### src/rtl/axi_write_arbiter.sv
// ---------------------------------------------------------------------------
// axi_write_arbiter
//
// Write-channel controller for the AXI interconnect. Arbitrates the AW
// channel between M0 and M1, decodes the winner's address to S0 (IM),
// S1 (DM) or the default slave (DS), and holds the grant for the whole
// transaction (AW handshake, W burst, B response). Only one write is ever
// outstanding on the bus.
//
// Configuration macro: WARB_ROUND_ROBIN_EN
//   defined   -> round robin between M0 and M1 on contention
//   undefined -> fixed priority, M1 always beats M0
//
// Ports:
//   clk, rst                       clock, synchronous active-low reset
//   M0_AW*, M1_AW*                 master write-address channels
//   S_AWID / S_AWAddr / S_AWLen /
//   S_AWSize / S_AWBurst           shared slave AW payload
//   S0/S1/DS_AWValid, _AWReady     per-slave AW handshake
//   W_Valid / W_Ready / W_Last     monitor of the routed W path
//   B_Valid / B_Ready              monitor of the routed B path
//   W_Master_sel                   one-hot {M1,M0}: W source / B destination
//   W_Slave_sel                    one-hot {DS,S1,S0}: W target / B source
//   Busy                           high whenever a transaction is in flight
// ---------------------------------------------------------------------------
`ifndef AXI_ID_BITS
`define AXI_ID_BITS 4
`endif
`ifndef AXI_IDS_BITS
`define AXI_IDS_BITS 8
`endif
`ifndef AXI_ADDR_BITS
`define AXI_ADDR_BITS 32
`endif
`ifndef AXI_LEN_BITS
`define AXI_LEN_BITS 4
`endif
`ifndef AXI_SIZE_BITS
`define AXI_SIZE_BITS 3
`endif
`ifndef AXI_BURST_BITS
`define AXI_BURST_BITS 2
`endif

module axi_write_arbiter #(
  parameter logic [31:0] S0_BASE = 32'h0000_0000,
  parameter logic [31:0] S1_BASE = 32'h0001_0000
) (
  input  logic                        clk,
  input  logic                        rst,
  input  logic [`AXI_ID_BITS-1:0]     M0_AWID,
  input  logic [`AXI_ADDR_BITS-1:0]   M0_AWAddr,
  input  logic [`AXI_LEN_BITS-1:0]    M0_AWLen,
  input  logic [`AXI_SIZE_BITS-1:0]   M0_AWSize,
  input  logic [`AXI_BURST_BITS-1:0]  M0_AWBurst,
  input  logic                        M0_AWValid,
  output logic                        M0_AWReady,
  input  logic [`AXI_ID_BITS-1:0]     M1_AWID,
  input  logic [`AXI_ADDR_BITS-1:0]   M1_AWAddr,
  input  logic [`AXI_LEN_BITS-1:0]    M1_AWLen,
  input  logic [`AXI_SIZE_BITS-1:0]   M1_AWSize,
  input  logic [`AXI_BURST_BITS-1:0]  M1_AWBurst,
  input  logic                        M1_AWValid,
  output logic                        M1_AWReady,
  output logic [`AXI_IDS_BITS-1:0]    S_AWID,
  output logic [`AXI_ADDR_BITS-1:0]   S_AWAddr,
  output logic [`AXI_LEN_BITS-1:0]    S_AWLen,
  output logic [`AXI_SIZE_BITS-1:0]   S_AWSize,
  output logic [`AXI_BURST_BITS-1:0]  S_AWBurst,
  output logic                        S0_AWValid,
  output logic                        S1_AWValid,
  output logic                        DS_AWValid,
  input  logic                        S0_AWReady,
  input  logic                        S1_AWReady,
  input  logic                        DS_AWReady,
  input  logic                        W_Valid,
  input  logic                        W_Ready,
  input  logic                        W_Last,
  input  logic                        B_Valid,
  input  logic                        B_Ready,
  output logic [1:0]                  W_Master_sel,
  output logic [2:0]                  W_Slave_sel,
  output logic                        Busy
);

  localparam logic [15:0] S0_PAGE = S0_BASE[31:16];
  localparam logic [15:0] S1_PAGE = S1_BASE[31:16];

  typedef enum logic [1:0] {IDLE, ADDR, WDATA, BRESP} state_t;

  state_t      state;
  logic [1:0]  grant;          // one-hot {M1,M0}, registered in the IDLE grant cycle
  logic [2:0]  slv;            // one-hot {DS,S1,S0}, decoded from the winner's address
  logic        last_grant_m1;  // 1: M1 was served most recently
  logic        busy_r;
  logic [1:0]  msel_r;
  logic [2:0]  ssel_r;

  logic        m1_first;
  logic [1:0]  win;
  logic [15:0] win_page;
  logic        g_valid;
  logic        s_ready;
  logic        in_addr;
  logic        aw_hs;

  function automatic logic [2:0] decode(input logic [15:0] page);
    if (page == S0_PAGE)      decode = 3'b001;
    else if (page == S1_PAGE) decode = 3'b010;
    else                      decode = 3'b100;
  endfunction

`ifdef WARB_ROUND_ROBIN_EN
  // On contention the master that was not served last goes first.
  assign m1_first = ~last_grant_m1;
`else
  // Fixed priority: M1 always wins; last_grant is tracked but does not steer.
  assign m1_first = last_grant_m1 | 1'b1;
`endif

  always_comb begin
    win = 2'b00;
    if (M0_AWValid && M1_AWValid) win = m1_first ? 2'b10 : 2'b01;
    else if (M1_AWValid)          win = 2'b10;
    else if (M0_AWValid)          win = 2'b01;
    win_page = win[1] ? M1_AWAddr[31:16] : M0_AWAddr[31:16];
  end

  // AW channel: valid/ready pass straight through between the granted
  // master and the decoded slave while in ADDR; everything else sees 0.
  assign in_addr = (state == ADDR);
  assign g_valid = grant[1] ? M1_AWValid : M0_AWValid;
  assign s_ready = |(slv & {DS_AWReady, S1_AWReady, S0_AWReady});
  assign aw_hs   = in_addr & g_valid & s_ready;

  assign S0_AWValid = in_addr & slv[0] & g_valid;
  assign S1_AWValid = in_addr & slv[1] & g_valid;
  assign DS_AWValid = in_addr & slv[2] & g_valid;
  assign M0_AWReady = in_addr & grant[0] & s_ready;
  assign M1_AWReady = in_addr & grant[1] & s_ready;

  // The master tag is the one-hot grant itself: 4'b0001 for M0, 4'b0010 for M1.
  assign S_AWID    = {{(`AXI_IDS_BITS-`AXI_ID_BITS-2){1'b0}}, grant,
                      grant[1] ? M1_AWID : M0_AWID};
  assign S_AWAddr  = grant[1] ? M1_AWAddr  : M0_AWAddr;
  assign S_AWLen   = grant[1] ? M1_AWLen   : M0_AWLen;
  assign S_AWSize  = grant[1] ? M1_AWSize  : M0_AWSize;
  assign S_AWBurst = grant[1] ? M1_AWBurst : M0_AWBurst;

  assign W_Master_sel = msel_r;
  assign W_Slave_sel  = ssel_r;
  assign Busy         = busy_r;

  always_ff @(posedge clk) begin
    if (!rst) begin
      state         <= IDLE;
      grant         <= 2'b00;
      slv           <= 3'b000;
      last_grant_m1 <= 1'b1;
      busy_r        <= 1'b0;
      msel_r        <= 2'b00;
      ssel_r        <= 3'b000;
    end else begin
      case (state)
        IDLE: begin
          if (|win) begin
            grant  <= win;
            slv    <= decode(win_page);
            busy_r <= 1'b1;
            state  <= ADDR;
          end
        end
        ADDR: begin
          // A master that drops AWValid simply leaves us waiting here.
          if (aw_hs) begin
            msel_r <= grant;
            ssel_r <= slv;
            state  <= WDATA;
          end
        end
        WDATA: begin
          if (W_Valid && W_Ready && W_Last) state <= BRESP;
        end
        BRESP: begin
          if (B_Valid && B_Ready) begin
            last_grant_m1 <= grant[1];
            msel_r        <= 2'b00;
            ssel_r        <= 3'b000;
            busy_r        <= 1'b0;
            state         <= IDLE;
          end
        end
        default: state <= IDLE;
      endcase
    end
  end

endmodule
### config.mk
export PLATFORM = sky130hd
export DESIGN_NAME = axi_write_arbiter
export DESIGN_NICKNAME = d
export VERILOG_FILES = /design/src/rtl/axi_write_arbiter.sv
export SDC_FILE = /design/constraint.sdc
export NUM_CORES = 1
export LEC_CHECK = 0
export CAP_MARGIN = 30
export CORE_MARGIN = 2
export CORE_UTILIZATION = 29
export CTS_CLUSTER_SIZE = 30
export DETAILED_ROUTE_END_ITERATION = 12
export PLACE_DENSITY = 0.86
export RECOVER_POWER = 25
export SLEW_MARGIN = 20
export SYNTH_ARGS = -nofsm -noshare
export SYNTH_HDL_FRONTEND = slang
export SYNTH_SLANG_ARGS = --single-unit
### constraint.sdc
create_clock -name clk -period 2 [get_ports clk]
set_input_delay 0.3 -clock clk [delete_from_list [all_inputs] [get_ports clk]]
set_output_delay 0.3 -clock clk [all_outputs]
set_load 0.02 [all_outputs]
==> reports/results.txt, run 1 <==
Mapped cell area = 1380 um2
Max-cap viol count = 0
Total inserted antenna cells = 0
Pwr/cell area = 672 nW/um2
Clock sink total = 13
Util after Layout = 65.6%
Worst path slowest cell = clkdlybuf4s50_1
Largest fanout on the critical path = 10
DIE AREA = 5320 um2
Initial core utilization = 29.6%
Drt total wl = 5.48 mm
Synth area leaders = mux2_2 37%, dfxtp_1 19%, mux2i_1 6.5%
Final slew viol count = 0
Clk buf depth = 2
# fillers = 407
Die height = 73.0 um
Initial drt markers = 65
#FFs+latches synth = 13
Share of cells above drive strength 1 = 19.4%
Final nets = 427
Status = completed
Remaining Overflow, GRT = 0
Final hold vios = 0
H-Tree Depth = 1
CP peak stage delay = 550 ps
Final Power = 2050 uW
Avg Inst Size Synth = 8.95 um2
FP Rows = 25
Hold Slack = 459 ps
Critical Path Start Type = flip-flop
Yosys top cell by area = mux2_2
Crit. End Element = primary output
Detailed Place HPWL = 4.73 mm
Final setup viols = 0
Initial antenna violation count = 0
Vias in the first global route = 1723
Crit path cell chain = mux2_2 -> clkdlybuf4s50_1
Clk_lat worst skew = 250 ps
P&R area growth vs syn = 122%
CP Class = reg -> out
GP Congestion = 0.718
Fin crit share = 93.8%
Residual DRC = 0
F_max = 0.533 GHz
Distinct cells, synth = 35
Leak = 0.00131 uW
Yosys warns = 0
Hold_buf cts = 0
Top-area cell type share of the netlist area = 36.8%
Core area = 4660 um2
Drt wl/cell = 14.7 um
Final worst path period need = 1880 ps
Max Clock Skew = 1.97 ps
Setup TNS = 0 ps
Vias = 1830
Clock Pin Slew Worst Setup and Hold Paths = 50 ps
Mapped Cells = 154
Peak supply drop = 0.316 mV
CTS tree = yes
Detail Route Antenna Nets = 0
Die Span X = 73.0 um
Worst endpoint required time = 1700 ps
First-pass GRT wire length = 7.85 mm
Pin count of the biggest net entering global routing = 19
Sequential element share of the synthesized area = 18.9%
# IOs = 162
Total GRT Usage = 18.8%
DR pass1 iterations = 4
Root buf cell = clkbuf_8
Vias per std cell = 4.91
Buffers on Ports = 159
Worst Path Arrival = 1580 ps
Num CTS Buffers = 3
Hold Crit Class = reg -> reg
RSZ-0062 raised after global routing = false
[Yosys cell counts]
cell and n:
a22oi_1 1, nor4_1 5, nand2_2 1, o21ai_1 2
mux2_2 45, mux2i_1 9, a211o_1 1, o31ai_1 2
dfxtp_1 13, clkbuf_1 2, and2_1 3, conb_1 1
buf_6 1, a21oi_1 3, a31oi_1 1, nand3_1 3
buf_4 2, nand2b_1 1, a221oi_1 1, nor2_1 9
nor3_1 2, a222oi_1 1, nand2_1 16, clkbuf_2 1
and3_1 2, and4b_1 2, ha_1 5, a21boi_0 2
buf_2 5, o21ai_0 1, o311a_1 1, nand4b_1 1
inv_1 2, nor2b_1 2, nand3b_1 5
[kinds of logic (layout without fill, tap and decap cells)]
group | count (synthesis) | count (layout) | synth area share (%)
muxes | 54 | 54 | 43.3
DFF | 13 | 13 | 18.9
adders and majority gates | 5 | 5 | 4.54
and+or+nand+nor | 52 | 52 | 19.8
other | 1 | 2 | 0.272
buffers and inverters | 13 | 177 | 5.17
AOI/OAI and AO/OA | 16 | 16 | 8.08
[state kept, by name, indices dropped and copies added, names as in the netlist]
name          count
slv               3
grant             2
Busy              1
W_Slave_sel       3
state             2
W_Master_sel      2
[routing by layer]
layer	vias to the layer above	wire length (um)	global-route usage (%)
li1	896	-	-
met1	820	2130	21.1
met2	107	2850	36.2
met3	7	439	3.59
met4	0	69	4.53
met5	-	0	0
[final timing paths]
kind,startpoint,end,slack [ps],cells after the start
hold / removal,W_Slave_sel[0]$_SDFFE_PN0P_,W_Slave_sel[0]$_SDFFE_PN0P_,460,2
setup / recovery,grant[1]$_SDFFE_PN0P_,S_AWAddr[16],120,2
hold reg to reg,W_Slave_sel[0]$_SDFFE_PN0P_,W_Slave_sel[0]$_SDFFE_PN0P_,460,2
setup reg to reg,state[0]$_SDFFE_PN0P_,W_Slave_sel[2]$_SDFFE_PN0P_,240,5
[worst max-delay path, delay by kind of cell, from the launching register on]
kind / cells / cell delay [ps]
buffers and inverters: 1 / 550
flip-flops: 1 / 430
multiplexers: 1 / 350
[layout by cell type, fill, tap and decap left out, types with 2 or more instances in the layout]
master,instances
a21boi_0,2
a21oi_1,3
and2_1,3
and3_1,2
and4b_1,2
buf_4,10
clkbuf_1,2
clkbuf_2,2
clkbuf_8,3
clkdlybuf4s50_1,104
conb_1,2
dfxtp_1,12
dlygate4sd2_1,46
dlygate4sd3_1,7
ha_1,5
inv_1,2
mux2_2,45
mux2i_1,9
nand2_1,17
nand3_1,3
nand3b_1,5
nor2_1,9
nor2b_1,2
nor3_1,2
nor4_1,5
o21ai_1,2
o31ai_1,2
[cell type report]
cell class,count,area (um2),share of cell area [%]
tap,54,67.6,2.21
clock buffer,4,45.0,1.47
inverter,2,7.51,0.246
sequential,13,264,8.64
timing repair buffer,171,1620,53.1
multi-input combinational,129,1050,34.3
[repair_timing]
item	in CTS	in global routing
endpoints found under the hold margin	0	0
setup endpoints to repair	48	2
resized for setup	49	4
setup buffers	1	0
[per-stage QoR]
stage	instance area (um2)	worst slack, ps	cells
final	3060	124	373
after global routing	3060	50.4	373
after CTS	3070	25.6	373
after detailed placement	3070	-170	368
after global placement	3070	-133	368
after floorplan	1380	333	155
[where the power goes]
group	internal [uW]	switching, uW
Clock	141	98.6
Combinational	753	688
Sequential	313	59.7
No activity file was read; power rests on OpenSTA's default activity.
==> run 2, diff against run 1 <==
Settings changed: CTS_CLUSTER_SIZE 30 to 40.
==> results of run 2 <==
The final DEF is identical to that of run 1; final timing and power are the same.
==> run 3, diff against run 2 <==
Settings changed: SETUP_SLACK_MARGIN from default to 0.15.
==> reports/results.txt, run 3 (synthesis gave the netlist of run 1 again) <==
Clk_lat worst skew = 240 ps (about the same)
Initial drt markers = 55 (-15%)
Fin crit share = 91.4% (-2.4 points)
Switching share of power = 41.1% (-0.11 points)
Die Span X = 73.0 um (unchanged)
Clk buf depth = 2 (unchanged)
CTS tree = yes
DIE AREA = 5320 um2 (unchanged)
Crit. End Element = primary output
Core area = 4660 um2 (unchanged)
Status = completed
Pre-CTS setup slack = -170 ps (unchanged)
Pin count of the biggest net entering global routing = 19 (unchanged)
Leak = 0.00132 uW (+0.40%)
RSZ-0062 raised after global routing = true
Clock Pin Slew Worst Setup and Hold Paths = 50 ps (about the same)
Peak supply drop = 0.324 mV (+2.5%)
Critical R2R Capture = W_Slave_sel[2]$_SDFFE_PN0P_
Die height = 73.0 um (unchanged)
Remaining Overflow, GRT = 0 (unchanged)
Final hold vios = 0 (unchanged)
Buffers on Ports = 159 (unchanged)
Net Sw Power = 853 uW (+0.80%)
Final setup viols = 0 (unchanged)
Share of cells above drive strength 1 = 21.5% (+2.1 points)
Setup TNS = 0 ps (unchanged)
Final nets = 429 (+0.47%)
Detail Route Antenna Nets = 0 (unchanged)
Root buf cell = clkbuf_8
Commonest non-fill, non-tap cell in the layout = clkdlybuf4s50_1
DR pass1 iterations = 4 (unchanged)
F_max = 0.547 GHz (+2.6%)
Max-cap viol count = 0 (unchanged)
Detailed Place HPWL = 4.73 mm (unchanged)
Largest fanout on the critical path = 9 (-1)
Final slew viol count = 0 (unchanged)
Num CTS Buffers = 3 (unchanged)
First-pass GRT wire length = 7.85 mm (unchanged)
Vias in the first global route = 1723 (unchanged)
Worst Path Arrival = 1530 ps (-50 ps)
Setup slack, reg-to-reg = 310 ps (+70 ps)
Hold Slack = 459 ps (+0.0190 ps)
Max Clock Skew = 2.21 ps (+0.243 ps)
GP Congestion = 0.718 (unchanged)
Pwr/cell area = 675 nW/um2 (+0.42%)
Reg-to-Reg Start = state[0]$_SDFFE_PN0P_
Crit path from = grant[1]$_SDFFE_PN0P_
P&R area growth vs syn = 123%
Cell Area, Placed = 3070 um2 (unchanged)
H-Tree Depth = 1 (unchanged)
Pint = 1220 uW (+1.3%)
Multi-input gate area = 1050 um2 (+0.60%)
Final worst path period need = 1830 ps (-47.2 ps)
Drt total wl = 5.49 mm (+0.20%)
CP Class = reg -> out
# IOs = 162 (unchanged)
Worst endpoint required time = 1700 ps (about the same)
Crit path to = S_AWAddr[10]
Vias = 1821 (-0.49%)
Most frequent cells in the layout = 102 x clkdlybuf4s50_1, 45 x mux2_2, 45 x dlygate4sd2_1
Reg power frac = 17.9% (-0.2 points)
# fillers = 402 (-1.2%)
Clock share of power = 11.5% (-0.2 points)
Total inserted antenna cells = 0 (unchanged)
Clock sink total = 13 (unchanged)
Initial antenna violation count = 0 (unchanged)
Hold Crit Class = reg -> reg
Vias per std cell = 4.86 (-1.0%)
Drt wl/cell = 14.6 um (-0.33%)
Total GRT Usage = 18.8% (unchanged)
Reg2reg path depth = 5 (unchanged)
Storage cell area = 265 um2 (+0.47%)
Residual DRC = 0 (unchanged)
Critical Path Start Type = flip-flop
Layout Cell Area excl Fill = 3080 um2 (+0.66%)
Initial core utilization = 29.6% (unchanged)
Util after Layout = 66.0% (+0.43 points)
FP Rows = 25 (unchanged)
Comb pwr share = 70.5% (+0.3 points)
Final setup margin = 171 ps (+47.2 ps)
run 3: changes by cell type in the layout (fill, tap and decap cells not counted), sizes merged:
cell	before	now
clkdlybuf4s15	0	1
clkdlybuf4s50	104	102
clkbuf	7	8
dlygate4sd2	46	45
buf	11	14
run 3: per-layer routing:
layer	routed length [um]	vias to the layer above	track usage, %
li1	-	899	-
met1	2140	820	21.1
met2	2870	96	36.2
met3	419	6	3.59
met4	61	0	4.53
met5	0	-	0
run 3: per-stage QoR:
| step | power [uW] | instances |
|---|---|---|
| 5_1_grt | 2200 | 375 |
| 3_5_place_dp | 1940 | 368 |
| 6_report | 2080 | 375 |
| 4_1_cts | 2070 | 373 |
| 2_1_floorplan | 1220 | 155 |
| 3_3_place_gp | 1910 | 368 |
run 3: area by class of cell:
cell class	instances	share of cell area [%]
sequential	13	8.62
clock buffer	4	1.46
timing repair buffer	173	53.2
tap	54	2.20
multi-input combinational	129	34.3
inverter	2	0.244
run 3: power by group through the flow:
stage,Combinational [uW],Sequential (uW),Clock (uW)
floorplan,839,382,0
global placement,1530,374,0
detailed placement,1560,378,0
CTS,1460,374,239
global route,1570,379,252
finish,1460,372,239
run 3: what timing repair did:
item,in CTS,in global routing
buffers inserted,1,2
cloned,0,0
setup endpoints to repair,50,37
hold buffers,0,0
resized for setup,55,10
hold endpoints to repair,0,0
run 3: worst min-delay path by stage:
stage	from	end	slack, ps	cells past startpoint
floorplan	rst	slv[1]$_SDFFE_PN0P_	440	2
finish	W_Slave_sel[0]$_SDFFE_PN0P_	W_Slave_sel[0]$_SDFFE_PN0P_	460	2
global placement	W_Slave_sel[2]$_SDFFE_PN0P_	W_Slave_sel[2]$_SDFFE_PN0P_	450	2
global route	W_Slave_sel[1]$_SDFFE_PN0P_	W_Slave_sel[1]$_SDFFE_PN0P_	480	2
detailed placement	W_Slave_sel[1]$_SDFFE_PN0P_	W_Slave_sel[1]$_SDFFE_PN0P_	460	2
CTS	W_Slave_sel[1]$_SDFFE_PN0P_	W_Slave_sel[1]$_SDFFE_PN0P_	470	2
run 3: worst max-delay path, cell delays in order (launching register included):
cell           delay [ps]
dfxtp_4               420
buf_4                 180
mux2_2                350
dlygate4sd2_1         320
